## src/rtl/membus_pkg.sv

```systemverilog
// -----------------------------------------------------------------------------
// membus_pkg
// Shared definitions for the two-master data memory bus arbiter.
//   owner_e           : bus owner encoding (NONE / M0 / M1)
//   MEM_LIMIT_DEFAULT : first device-space address; everything below is
//                       DataMemory. The CPU address decode uses the same value.
// -----------------------------------------------------------------------------
package membus_pkg;

   typedef enum logic [1:0] {
      OWN_NONE = 2'b00,
      OWN_M0   = 2'b01,
      OWN_M1   = 2'b10
   } owner_e;

   localparam logic [31:0] MEM_LIMIT_DEFAULT = 32'h4000_0000;

endpackage

```

## src/rtl/membus_route.sv

```systemverilog
// -----------------------------------------------------------------------------
// membus_route
// Combinational address decode for the shared bus: raises the DataMemory or
// device strobe for the current transfer and selects the read data source.
// Ports:
//   xfer_i        : a transfer is taking place this cycle
//   write_i       : 1 = write, 0 = read (from the owning master)
//   addr_i        : muxed bus address
//   mem_rdata_i   : DataMemory read data
//   dev_rdata_i   : device read data
//   mem_read_o / mem_write_o / dev_read_o / dev_write_o : access strobes
//   rdata_o       : read data picked by the same address decode
// -----------------------------------------------------------------------------
module membus_route
   import membus_pkg::*;
#(
   parameter int                 DATA_W    = 32,
   parameter int                 ADDR_W    = 32,
   parameter logic [ADDR_W-1:0]  MEM_LIMIT = ADDR_W'(MEM_LIMIT_DEFAULT)
) (
   input  logic              xfer_i,
   input  logic              write_i,
   input  logic [ADDR_W-1:0] addr_i,
   input  logic [DATA_W-1:0] mem_rdata_i,
   input  logic [DATA_W-1:0] dev_rdata_i,
   output logic              mem_read_o,
   output logic              mem_write_o,
   output logic              dev_read_o,
   output logic              dev_write_o,
   output logic [DATA_W-1:0] rdata_o
);

   logic is_mem;

   assign is_mem      = (addr_i < MEM_LIMIT);
   assign mem_read_o  = xfer_i &  is_mem & ~write_i;
   assign mem_write_o = xfer_i &  is_mem &  write_i;
   assign dev_read_o  = xfer_i & ~is_mem & ~write_i;
   assign dev_write_o = xfer_i & ~is_mem &  write_i;
   assign rdata_o     = is_mem ? mem_rdata_i : dev_rdata_i;

endmodule

```

## src/rtl/membus_arbiter.sv

```systemverilog
// -----------------------------------------------------------------------------
// membus_arbiter
// Two-master arbiter for the shared data memory bus. Master 0 is the CPU data
// port, master 1 the DMA/loader engine. One owner per cycle; the owner's
// access is routed to DataMemory or device space by address, and read data is
// returned registered to the master that issued the read.
//
// Build option:
//   MEMBUS_ARB_PRIO_EN : defined   -> fixed priority, M0 wins ties and
//                                     preempts an unlocked M1 owner; MAX_HOLD
//                                     limits M0 only.
//                        undefined -> round-robin with MAX_HOLD fairness.
//
// Ports:
//   clk, reset (async, active-low)
//   mN_req/write/lock/addr/wdata : master N request side
//   mN_gnt, mN_rvalid, mN_rdata  : master N response side
//   mem_read/mem_write, dev_read/dev_write : memory / device strobes
//   bus_addr, bus_wdata          : muxed address / write data (0 when idle)
//   mem_rdata, dev_rdata         : combinational read data from the slaves
// -----------------------------------------------------------------------------
module membus_arbiter
   import membus_pkg::*;
#(
   parameter int                 DATA_W    = 32,
   parameter int                 ADDR_W    = 32,
   parameter int                 MAX_HOLD  = 8,
   parameter logic [ADDR_W-1:0]  MEM_LIMIT = ADDR_W'(MEM_LIMIT_DEFAULT)
) (
   input  logic              clk,
   input  logic              reset,
   input  logic              m0_req,
   input  logic              m0_write,
   input  logic              m0_lock,
   input  logic [ADDR_W-1:0] m0_addr,
   input  logic [DATA_W-1:0] m0_wdata,
   output logic              m0_gnt,
   output logic              m0_rvalid,
   output logic [DATA_W-1:0] m0_rdata,
   input  logic              m1_req,
   input  logic              m1_write,
   input  logic              m1_lock,
   input  logic [ADDR_W-1:0] m1_addr,
   input  logic [DATA_W-1:0] m1_wdata,
   output logic              m1_gnt,
   output logic              m1_rvalid,
   output logic [DATA_W-1:0] m1_rdata,
   output logic              mem_read,
   output logic              mem_write,
   output logic              dev_read,
   output logic              dev_write,
   output logic [ADDR_W-1:0] bus_addr,
   output logic [DATA_W-1:0] bus_wdata,
   input  logic [DATA_W-1:0] mem_rdata,
   input  logic [DATA_W-1:0] dev_rdata
);

   localparam int              HW       = $clog2(MAX_HOLD + 1);
   localparam logic [HW-1:0]   HOLD_MAX = HW'(MAX_HOLD);

   owner_e            owner_q, owner_d;
   owner_e            rr_last_q, rr_last_d;
   logic [HW-1:0]     hold_q, hold_d, hold_inc;
   logic              rvalid0_q, rvalid0_d, rvalid1_q, rvalid1_d;
   logic [DATA_W-1:0] rdata0_q, rdata0_d, rdata1_q, rdata1_d;

   logic              xfer0, xfer1, xfer;
   logic              bus_write;
   logic [DATA_W-1:0] route_rdata;
   logic              stay0, stay1;

   assign m0_gnt    = (owner_q == OWN_M0);
   assign m1_gnt    = (owner_q == OWN_M1);
   assign m0_rvalid = rvalid0_q;
   assign m1_rvalid = rvalid1_q;
   assign m0_rdata  = rdata0_q;
   assign m1_rdata  = rdata1_q;

   assign xfer0 = m0_req & m0_gnt;
   assign xfer1 = m1_req & m1_gnt;
   assign xfer  = xfer0 | xfer1;

   // Bus mux: idle bus drives zeros so nothing leaks onto the slaves.
   always_comb begin
      bus_write = 1'b0;
      bus_addr  = '0;
      bus_wdata = '0;
      if (xfer0) begin
         bus_write = m0_write;
         bus_addr  = m0_addr;
         bus_wdata = m0_wdata;
      end else if (xfer1) begin
         bus_write = m1_write;
         bus_addr  = m1_addr;
         bus_wdata = m1_wdata;
      end
   end

   membus_route #(
      .DATA_W    (DATA_W),
      .ADDR_W    (ADDR_W),
      .MEM_LIMIT (MEM_LIMIT)
   ) u_route (
      .xfer_i      (xfer),
      .write_i     (bus_write),
      .addr_i      (bus_addr),
      .mem_rdata_i (mem_rdata),
      .dev_rdata_i (dev_rdata),
      .mem_read_o  (mem_read),
      .mem_write_o (mem_write),
      .dev_read_o  (dev_read),
      .dev_write_o (dev_write),
      .rdata_o     (route_rdata)
   );

   // The hold count includes the transfer completing at this edge, so an
   // owner gets exactly MAX_HOLD back-to-back transfers before yielding.
   assign hold_inc = (xfer && (hold_q < HOLD_MAX)) ? hold_q + 1'b1 : hold_q;

   assign stay0 = m0_lock | ~m1_req | (hold_inc < HOLD_MAX);
`ifdef MEMBUS_ARB_PRIO_EN
   // An unlocked M1 owner is preempted as soon as M0 asks.
   assign stay1 = m1_lock | ~m0_req;
`else
   assign stay1 = m1_lock | ~m0_req | (hold_inc < HOLD_MAX);
`endif

   always_comb begin
      owner_d   = OWN_NONE;
      rr_last_d = rr_last_q;
      hold_d    = hold_inc;

      case (owner_q)
         OWN_M0: begin
            if (m0_req && stay0)  owner_d = OWN_M0;
            else if (m1_req)      owner_d = OWN_M1;
         end
         OWN_M1: begin
            if (m1_req && stay1)  owner_d = OWN_M1;
            else if (m0_req)      owner_d = OWN_M0;
         end
         default: begin
            if (m0_req && m1_req) begin
`ifdef MEMBUS_ARB_PRIO_EN
               owner_d = OWN_M0;
`else
               owner_d = (rr_last_q == OWN_M0) ? OWN_M1 : OWN_M0;
`endif
            end else if (m0_req) begin
               owner_d = OWN_M0;
            end else if (m1_req) begin
               owner_d = OWN_M1;
            end
         end
      endcase

      if (owner_d != owner_q) begin
         hold_d = '0;
         if (owner_d != OWN_NONE) rr_last_d = owner_d;
      end
   end

   // Read response: one-cycle pulse to the issuing master, data held after.
   always_comb begin
      rvalid0_d = xfer0 & ~m0_write;
      rvalid1_d = xfer1 & ~m1_write;
      rdata0_d  = rvalid0_d ? route_rdata : rdata0_q;
      rdata1_d  = rvalid1_d ? route_rdata : rdata1_q;
   end

   always_ff @(posedge clk or negedge reset) begin
      if (!reset) begin
         owner_q   <= OWN_NONE;
         rr_last_q <= OWN_M1;
         hold_q    <= '0;
         rvalid0_q <= 1'b0;
         rvalid1_q <= 1'b0;
         rdata0_q  <= '0;
         rdata1_q  <= '0;
      end else begin
         owner_q   <= owner_d;
         rr_last_q <= rr_last_d;
         hold_q    <= hold_d;
         rvalid0_q <= rvalid0_d;
         rvalid1_q <= rvalid1_d;
         rdata0_q  <= rdata0_d;
         rdata1_q  <= rdata1_d;
      end
   end

endmodule

```

## config.mk

```make
export PLATFORM = sky130hd
export DESIGN_NAME = membus_arbiter
export DESIGN_NICKNAME = d
export VERILOG_FILES = /design/src/rtl/membus_pkg.sv /design/src/rtl/membus_route.sv /design/src/rtl/membus_arbiter.sv
export SDC_FILE = /design/constraint.sdc
export NUM_CORES = 1
export LEC_CHECK = 0
export CORE_AREA = 4 4 127 129
export CTS_CLUSTER_SIZE = 24
export DETAILED_ROUTE_END_ITERATION = 12
export DIE_AREA = 0 0 131 133
export PLACE_DENSITY = 0.73
export SLEW_MARGIN = 20
export SYNTH_ARGS = -nofsm -noshare
export SYNTH_HDL_FRONTEND = slang
export SYNTH_HIERARCHICAL = 1
export SYNTH_SLANG_ARGS = --single-unit
```

## constraint.sdc

```tcl
create_clock -name clk -period 2.8 [get_ports clk]
set_clock_uncertainty 0.05 [all_clocks]
set_input_delay 0.42 -clock clk [delete_from_list [all_inputs] [get_ports clk]]
set_output_delay 0.42 -clock clk [all_outputs]
set_load 0.05 [all_outputs]
```

==> qor_table.md, run 1 <==
| Step | Metric | This run |
|---|---|---|
| die | Full die area | 17400 µm² |
| synthesis | Synth top area cells | dfrtp_1 44%, mux2_2 17%, a22o_1 14%, nand2_1 9.4%, clkbuf_1 1.3% |
| job | Max-cap check violation count | 0 |
| clock tree | Clock latency on the worst-skew pair | 0.33 ns |
| detailed routing | Count of TritonRoute iterations in the first routing pass | 4 |
| critical path | Crit end category | output port |
| synthesis | Post-synthesis net count | 603 |
| timing | Final-report max-slew violation count | 0 |
| pwr | Post-route total power | 10.1 mW |
| timing | Final critical delay including setup and external delays | 2.72 ns |
| synthesis | Fraction of the yosys area taken by sequential cells | 0.445 |
| clock tree | CTS Buf Count | 9 |
| detailed routing | Remaining antenna violation count after routing | 0 |
| critical path | Worst setup path class | reg -> out |
| die | Rows | 45 |
| placement | Half-perimeter wire length after detailed placement | 15100 µm |
| clock tree | Deepest level of the CTS H-tree | 3 |
| layout | Final Core Density | 0.581 |
| timing | Relative slew margins | 0.577 |
| global routing | Remaining global-route overflow | 0 |
| die | Core outline area | 15000 µm² |
| detailed routing | Number of remaining DRC errors | 0 |
| timing | Count of final setup violators | 0 |
| layout | Number of fill cells | 1234 |
| critical path | Arrival @ worst endpoint | 2.25 ns |
| global routing | Global-route wire length before repair | 26900 µm |
| placement | Weighted congestion at the end of routability-driven global placement | 0.877 |
| timing | Hold WS | 0.0602 ns |
| timing | F_max | 368 MHz |
| pwr | PD cells | 1160 nW/µm² |
| layout | Post-route cell area | 8740 µm² |
| clock tree | Reg clk slew, reported paths | 0.06 ns |
| synthesis | Avg Cell Area, Syn | 10.4 µm² |
| global routing | Pin count of the biggest net entering global routing | 51 |
| synthesis | Ys Warns | 6 |
| layout | Fraction of final layout cells with drive strength greater than 1 | 0.256 |
| timing | Total negative slack for setup checks | 0 ns |
| global routing | Total global-route track usage | 0.200 |
| outcome | Run status | finished, final reports clean |
| detailed routing | Total via count after detailed routing | 4520 |
| critical path | Highest fanout seen on the critical path | 8 |
| worst hold path | Path class of the lowest-slack min-delay path | in -> async |
| global routing | Number of global-route vias before repair | 4892 |
| detailed routing | Initial DRC count | 178 |
| layout | Area growth from synthesis to final layout | 110% |
| timing | Final Cycle Share | 0.971 |
| clock tree | Buffer levels on the longest clock path | 2 |
| placement | Worst setup slack after placement | 0.168 ns |
| timing | Setup slack after layout | 0.0821 ns |
| placement | Number of port buffers | 335 |
| pwr | Pleak | 3.77 nW |
| clock tree | Cell at the root of the clock tree | clkbuf_16 |
| layout | Final Net Count | 937 |
| die | Vertical die dimension | 133 µm |
| detailed routing | Per-cell via count in the routed design | 4.87 |
| die | Initial core utilization | 0.277 |
| die | Top Ports | 336 |
| pwr | Largest vdd supply drop | 789 µV |
| synthesis | Synth Register Bits | 74 |
| synthesis | Gate count of the mapped netlist | 400 |
| clock tree | TritonCTS clock tree | yes |
| placement | Total instance count after detailed placement | 909 |
| global routing | Number of antenna violations at the first check in global routing | 2 |
| detailed routing | Final WL | 18300 µm |
| layout | Final cell count without fillers | 929 |
| clock tree | Clk sinks | 74 |
| timing | Final Hold Violating Endpoints | 0 |
| synthesis | Leading area contributor after synthesis | dfrtp_1 |
| die | Overall die width | 131 µm |
| timing | Worst Max-Slew Pin Slew | 0.634 ns |
| synthesis | Portion of synthesized cell area occupied by the leading cell type | 0.438 |
| synthesis | Synth unique cells | 38 |
| critical path | Data required time of the worst path | 2.33 ns |
| detailed routing | Routed len/inst | 19.7 µm |
| placement | Standard cell area after detailed placement | 8400 µm² |
| critical path | Element type at the critical path start | flip-flop |
| timing | Setup repair after global routing missed its margin | true |
| synthesis | Synth Cell Area | 4170 µm² |
[routing by layer]
layer / wire (µm) / share of wire / vias to the layer above / global-route usage
li1: - / - / 2094 / -
met3: 1760 / 0.096 / 44 / 0.0670
met2: 9580 / 0.52 / 220 / 0.365
met4: 721 / 0.039 / 0 / 0.0914
met5: 0 / 0 / - / 0
met1: 6230 / 0.34 / 2162 / 0.201
[state kept, by name, indices dropped and copies added (netlist names)]
register and cells:
m1_rvalid 1, m0_rdata 32, m1_rdata 32, m0_rvalid 1, owner_q 2, hold_q 4
rr_last_q 2
[cells in the final DEF, fill, tap and decap left out, drive strengths merged, types with 2 or more instances in the layout]
cell	count
buf	85
o211ai	2
mux2	64
nor3	5
inv	9
a31oi	2
o221a	2
clkinvlp	2
clkbuf	11
ha	3
nand2b	2
a21oi	2
nand3b	3
a22o	66
dfrtp	73
nand2	104
diode	2
clkdlybuf4s50	266
nor2	13
mux2i	4
o22ai	2
o21ai	5
o21ba	2
[where the power goes]
part / switching [mW] / internal, mW / total, mW / leakage, nW
combinational: 4.20 / 2.95 / 7.15 / 2.73
clock: 0.452 / 0.629 / 1.08 / 0.133
sequential: 0.320 / 1.57 / 1.89 / 0.910
total: 4.97 / 5.15 / 10.1 / 3.77
[layout make-up]
| cell class | instances | area, µm² | share of cell area |
|---|---|---|---|
| clock buffer | 11 | 243 | 0.0278 |
| tap | 188 | 235 | 0.0269 |
| clock inverter | 5 | 37.5 | 0.00429 |
| antenna | 2 | 5.00 | 0.000573 |
| multi-input combinational | 291 | 2270 | 0.260 |
| timing repair buffer | 351 | 4060 | 0.465 |
| inverter | 7 | 26.3 | 0.00301 |
| sequential | 74 | 1860 | 0.212 |
[cell usage after synthesis]
library cell,number
a22o_1,65
dfstp_2,1
nor2b_1,1
xnor2_1,1
o211ai_1,2
nor2_4,1
o21ai_4,2
nand4_1,1
nand3_1,1
or2_2,1
a41oi_4,1
nor2_1,12
a21oi_1,2
mux2_2,62
dfrtp_1,73
mux2_4,2
o221a_1,1
mux2i_1,4
o221ai_1,1
xor2_1,1
nand3b_1,3
and2_2,1
buf_6,4
buf_1,3
o21ba_2,2
or3_1,1
o22ai_2,2
clkbuf_1,14
buf_2,7
o221a_2,1
inv_1,7
nand2_1,104
a22o_4,1
nor3_1,5
a31oi_1,2
nand2b_1,2
ha_1,3
o21ai_0,3
[critical path, stage by stage, from the launching register on]
cell	delay (ns)
dfrtp_2	0.47
inv_2	0.14
ha_4	0.19
and2_4	0.21
nor2_4	0.07
a22o_2	0.24
buf_4	0.17
nor3_2	0.25
buf_12	0.18
[final timing paths]
path | depth (start not counted) | end | slack [ns] | startpoint
min in group clk | 2 | m1_rdata[10] | 0.42 | m1_rdata[10]
max in group asynchronous | 2 | m0_rdata[1] | 1.97 | reset
max reg2reg | 10 | m0_rdata[9] | 0.18 | owner_q[1]
min reg2reg | 2 | m1_rdata[10] | 0.42 | m1_rdata[10]
max | 8 | mem_write | 0.08 | owner_q[1]
min | 1 | m1_rdata[8] | 0.06 | reset
[repair_timing]
action                                  4_1_cts  5_1_grt
hold buffers                                  0        0
buffers inserted                              0        2
gates resized for setup                       2        3
endpoints found under the setup margin       40       36
cloned                                        0        0
[logic make-up (layout without fill, tap and decap cells)]
| group | count (synthesis) | after routing | synth area share |
|---|---|---|---|
| flops | 74 | 74 | 0.445 |
| xor+xnor | 2 | 2 | 0.00420 |
| mux | 68 | 68 | 0.184 |
| simple gates | 133 | 133 | 0.131 |
| fa+ha+maj | 3 | 3 | 0.00901 |
| compound gates | 85 | 85 | 0.186 |
| other cells | 0 | 2 | 0 |
| buf+inv | 35 | 374 | 0.0408 |
(Power assumes the default switching activity.)
==> inputs of run 2 (changes only) <==
--- a/config.mk
+++ b/config.mk
@@ -5,6 +5,7 @@
 export SDC_FILE = /design/constraint.sdc
 export NUM_CORES = 1
 export LEC_CHECK = 0
+export ABC_CLOCK_PERIOD_IN_PS = 2800
 export CORE_AREA = 4 4 127 129
 export CTS_CLUSTER_SIZE = 24
 export DETAILED_ROUTE_END_ITERATION = 12
==> results of run 2 <==
Same layout as run 1: the final DEF is identical, and so are final timing and power.
==> inputs of run 3 (changes only) <==
--- a/config.mk
+++ b/config.mk
@@ -10,6 +10,7 @@
 export CTS_CLUSTER_SIZE = 24
 export DETAILED_ROUTE_END_ITERATION = 12
 export DIE_AREA = 0 0 131 133
+export HOLD_SLACK_MARGIN = 0.08
 export PLACE_DENSITY = 0.73
 export SLEW_MARGIN = 20
 export SYNTH_ARGS = -nofsm -noshare
==> qor_table.md, run 3 (same netlist as run 1, synthesis figures left out) <==
| Step | Metric | This run |
|---|---|---|
| outcome | Run status | finished, final reports clean |
| timing | Relative slew margins | 0.575 |
| layout | Fraction of final layout cells with drive strength greater than 1 | 0.255 |
| critical path | Critical Path Start | owner_q[1] |
| timing | Total negative slack for setup checks | 0 ns |
| detailed routing | Number of remaining DRC errors | 0 |
| detailed routing | Initial DRC count | 155 |
| pwr | Largest vdd supply drop | 789 µV |
| worst hold path | Start point of the worst hold path | m1_rdata[10] |
| pwr | Switching pwr | 4.97 mW |
| die | Overall die width | 131 µm |
| detailed routing | Routed len/inst | 19.7 µm |
| die | Top Ports | 336 |
| critical path | Worst flop-to-flop path startpoint | owner_q[1] |
| die | Vertical die dimension | 133 µm |
| worst hold path | Path class of the lowest-slack min-delay path | reg -> reg |
| job | Max-cap check violation count | 0 |
| clock tree | TritonCTS clock tree | yes |
| die | Core outline area | 15000 µm² |
| layout | Top library cells by usage in the layout, fill and taps aside | 266 x clkdlybuf4s50_1, 104 x nand2_1, 71 x dfrtp_1 |
| timing | Worst Max-Slew Pin Slew | 0.638 ns |
| global routing | Remaining global-route overflow | 0 |
| clock tree | Reg clk slew, reported paths | 0.06 ns |
| detailed routing | Total via count after detailed routing | 4513 |
| timing | Setup repair after global routing missed its margin | true |
| global routing | Number of global-route vias before repair | 4892 |
| clock tree | Clock latency on the worst-skew pair | 0.33 ns |
| pwr | PD cells | 1160 nW/µm² |
| critical path | Critical Path End | mem_write |
| detailed routing | Remaining antenna violation count after routing | 0 |
| critical path | Number of cell instances on the worst register-to-register path | 10 |
| clock tree | Deepest level of the CTS H-tree | 3 |
| die | Initial core utilization | 0.277 |
| pwr | Post-route total power | 10.1 mW |
| placement | Weighted congestion at the end of routability-driven global placement | 0.877 |
| critical path | Crit end category | output port |
| pwr | Pleak | 3.77 nW |
| pwr | Clock network power share | 0.107 |
| detailed routing | Final WL | 18300 µm |
| layout | Sequential Area | 1860 µm² |
| global routing | Number of antenna violations at the first check in global routing | 2 |
| critical path | Data required time of the worst path | 2.33 ns |
| layout | Area growth from synthesis to final layout | 110% |
| clock tree | Clk sinks | 74 |
| timing | Final-report max-slew violation count | 0 |
| detailed routing | Per-cell via count in the routed design | 4.85 |
| die | Full die area | 17400 µm² |
| clock tree | CTS Buf Count | 9 |
| clock tree | Buffer levels on the longest clock path | 2 |
| clock tree | Cell at the root of the clock tree | clkbuf_16 |
| placement | Number of port buffers | 335 |
| pwr | Combinational share of power | 0.706 |
| layout | Final Net Count | 938 |
| global routing | Pin count of the biggest net entering global routing | 51 |
| timing | Count of final setup violators | 0 |
| placement | Half-perimeter wire length after detailed placement | 15100 µm |
| layout | Number of fill cells | 1233 |
| critical path | Worst-case register-to-register setup slack | 0.18 ns |
| global routing | Total global-route track usage | 0.200 |
| layout | Commonest non-fill, non-tap cell in the layout | clkdlybuf4s50_1 |
| die | Rows | 45 |
| detailed routing | Count of TritonRoute iterations in the first routing pass | 4 |
| critical path | RR Endpoint | m0_rdata[9] |
| timing | Final Hold Violating Endpoints | 0 |
| layout | Area occupied by multi-input gates | 2270 µm² |
| pwr | Internal power of the cells | 5.16 mW |
| layout | Final cell count without fillers | 930 |
| pwr | Fraction of power spent switching nets | 0.491 |
| critical path | Worst setup path class | reg -> out |
| timing | Final Cycle Share | 0.971 |
| critical path | Highest fanout seen on the critical path | 8 |
| timing | F_max | 368 MHz |
| pwr | Sequential share of power | 0.187 |
| placement | Total instance count after detailed placement | 909 |
| critical path | Arrival @ worst endpoint | 2.25 ns |
| global routing | Global-route wire length before repair | 26900 µm |
| critical path | Element type at the critical path start | flip-flop |
| timing | Final critical delay including setup and external delays | 2.72 ns |
-- run 3: changes by cell type in the layout (fill, tap and decap cells not counted) --
cell / previous run / this run
dlygate4sd3_1: 0 / 1
-- run 3: layout make-up --
class                           count  share of cell area
Sequential cell                    74               0.212
Tap cell                          188              0.0269
Timing Repair Buffer              352               0.465
Inverter                            7             0.00300
Antenna cell                        2            0.000572
Clock buffer                       11              0.0277
Clock inverter                      5             0.00429
Multi-Input combinational cell    291               0.260
-- run 3: worst min-delay path by stage --
stage          depth (start not counted)            to  slack [ns]
5_1_grt                                2  m1_rdata[10]        0.44
3_5_place_dp                           2  m1_rdata[27]        0.41
6_report                               2  m1_rdata[10]        0.42
2_1_floorplan                          0     hold_q[0]        0.07
4_1_cts                                2  m1_rdata[11]        0.43
3_3_place_gp                           2  m1_rdata[10]        0.41
-- run 3: power groups by stage --
stage          clock, mW  sequential (mW)  combinational [mW]
2_1_floorplan          0             3.44                2.77
3_3_place_gp           0             1.88                6.99
3_5_place_dp           0             1.90                7.11
4_1_cts             1.11             1.90                7.13
5_1_grt             1.16             1.96                7.45
6_report            1.08             1.89                7.15
-- run 3: through the flow --
stage | hold slack, ns | cell area (µm²) | setup slack (ns) | util
after detailed placement | 0.411 | 8400 | 0.168 | 0.558
final | 0.420 | 8750 | 0.0817 | 0.582
after global routing | 0.441 | 8750 | -0.0126 | 0.582
after global placement | 0.408 | 8400 | 0.209 | 0.558
after CTS | 0.426 | 8690 | 0.00970 | 0.578
after floorplan | 0.0744 | 4300 | -0.0342 | -
-- run 3: per-layer routing --
| metal | GRT usage | routed length [µm] | vias up | part of all wire |
|---|---|---|---|---|
| met1 | 0.200 | 6290 | 2152 | 0.34 |
| met5 | 0 | 0 | - | 0 |
| met2 | 0.366 | 9600 | 222 | 0.52 |
| met4 | 0.0914 | 709 | 0 | 0.039 |
| li1 | - | - | 2097 | - |
| met3 | 0.0670 | 1740 | 42 | 0.095 |
-- run 3: worst max-delay path, stage by stage, from the launching register on --
cell and delay (ns):
dfrtp_2 0.47, inv_2 0.14, ha_4 0.19, and2_4 0.21
nor2_4 0.07, a22o_2 0.24, buf_4 0.17, nor3_2 0.25
buf_12 0.18
-- run 3: repair_timing --
item	in CTS	in global routing
endpoints found under the hold margin	8	0
setup buffers	0	2
endpoints found under the setup margin	40	36
resized for setup	2	3
hold buffers	1	0
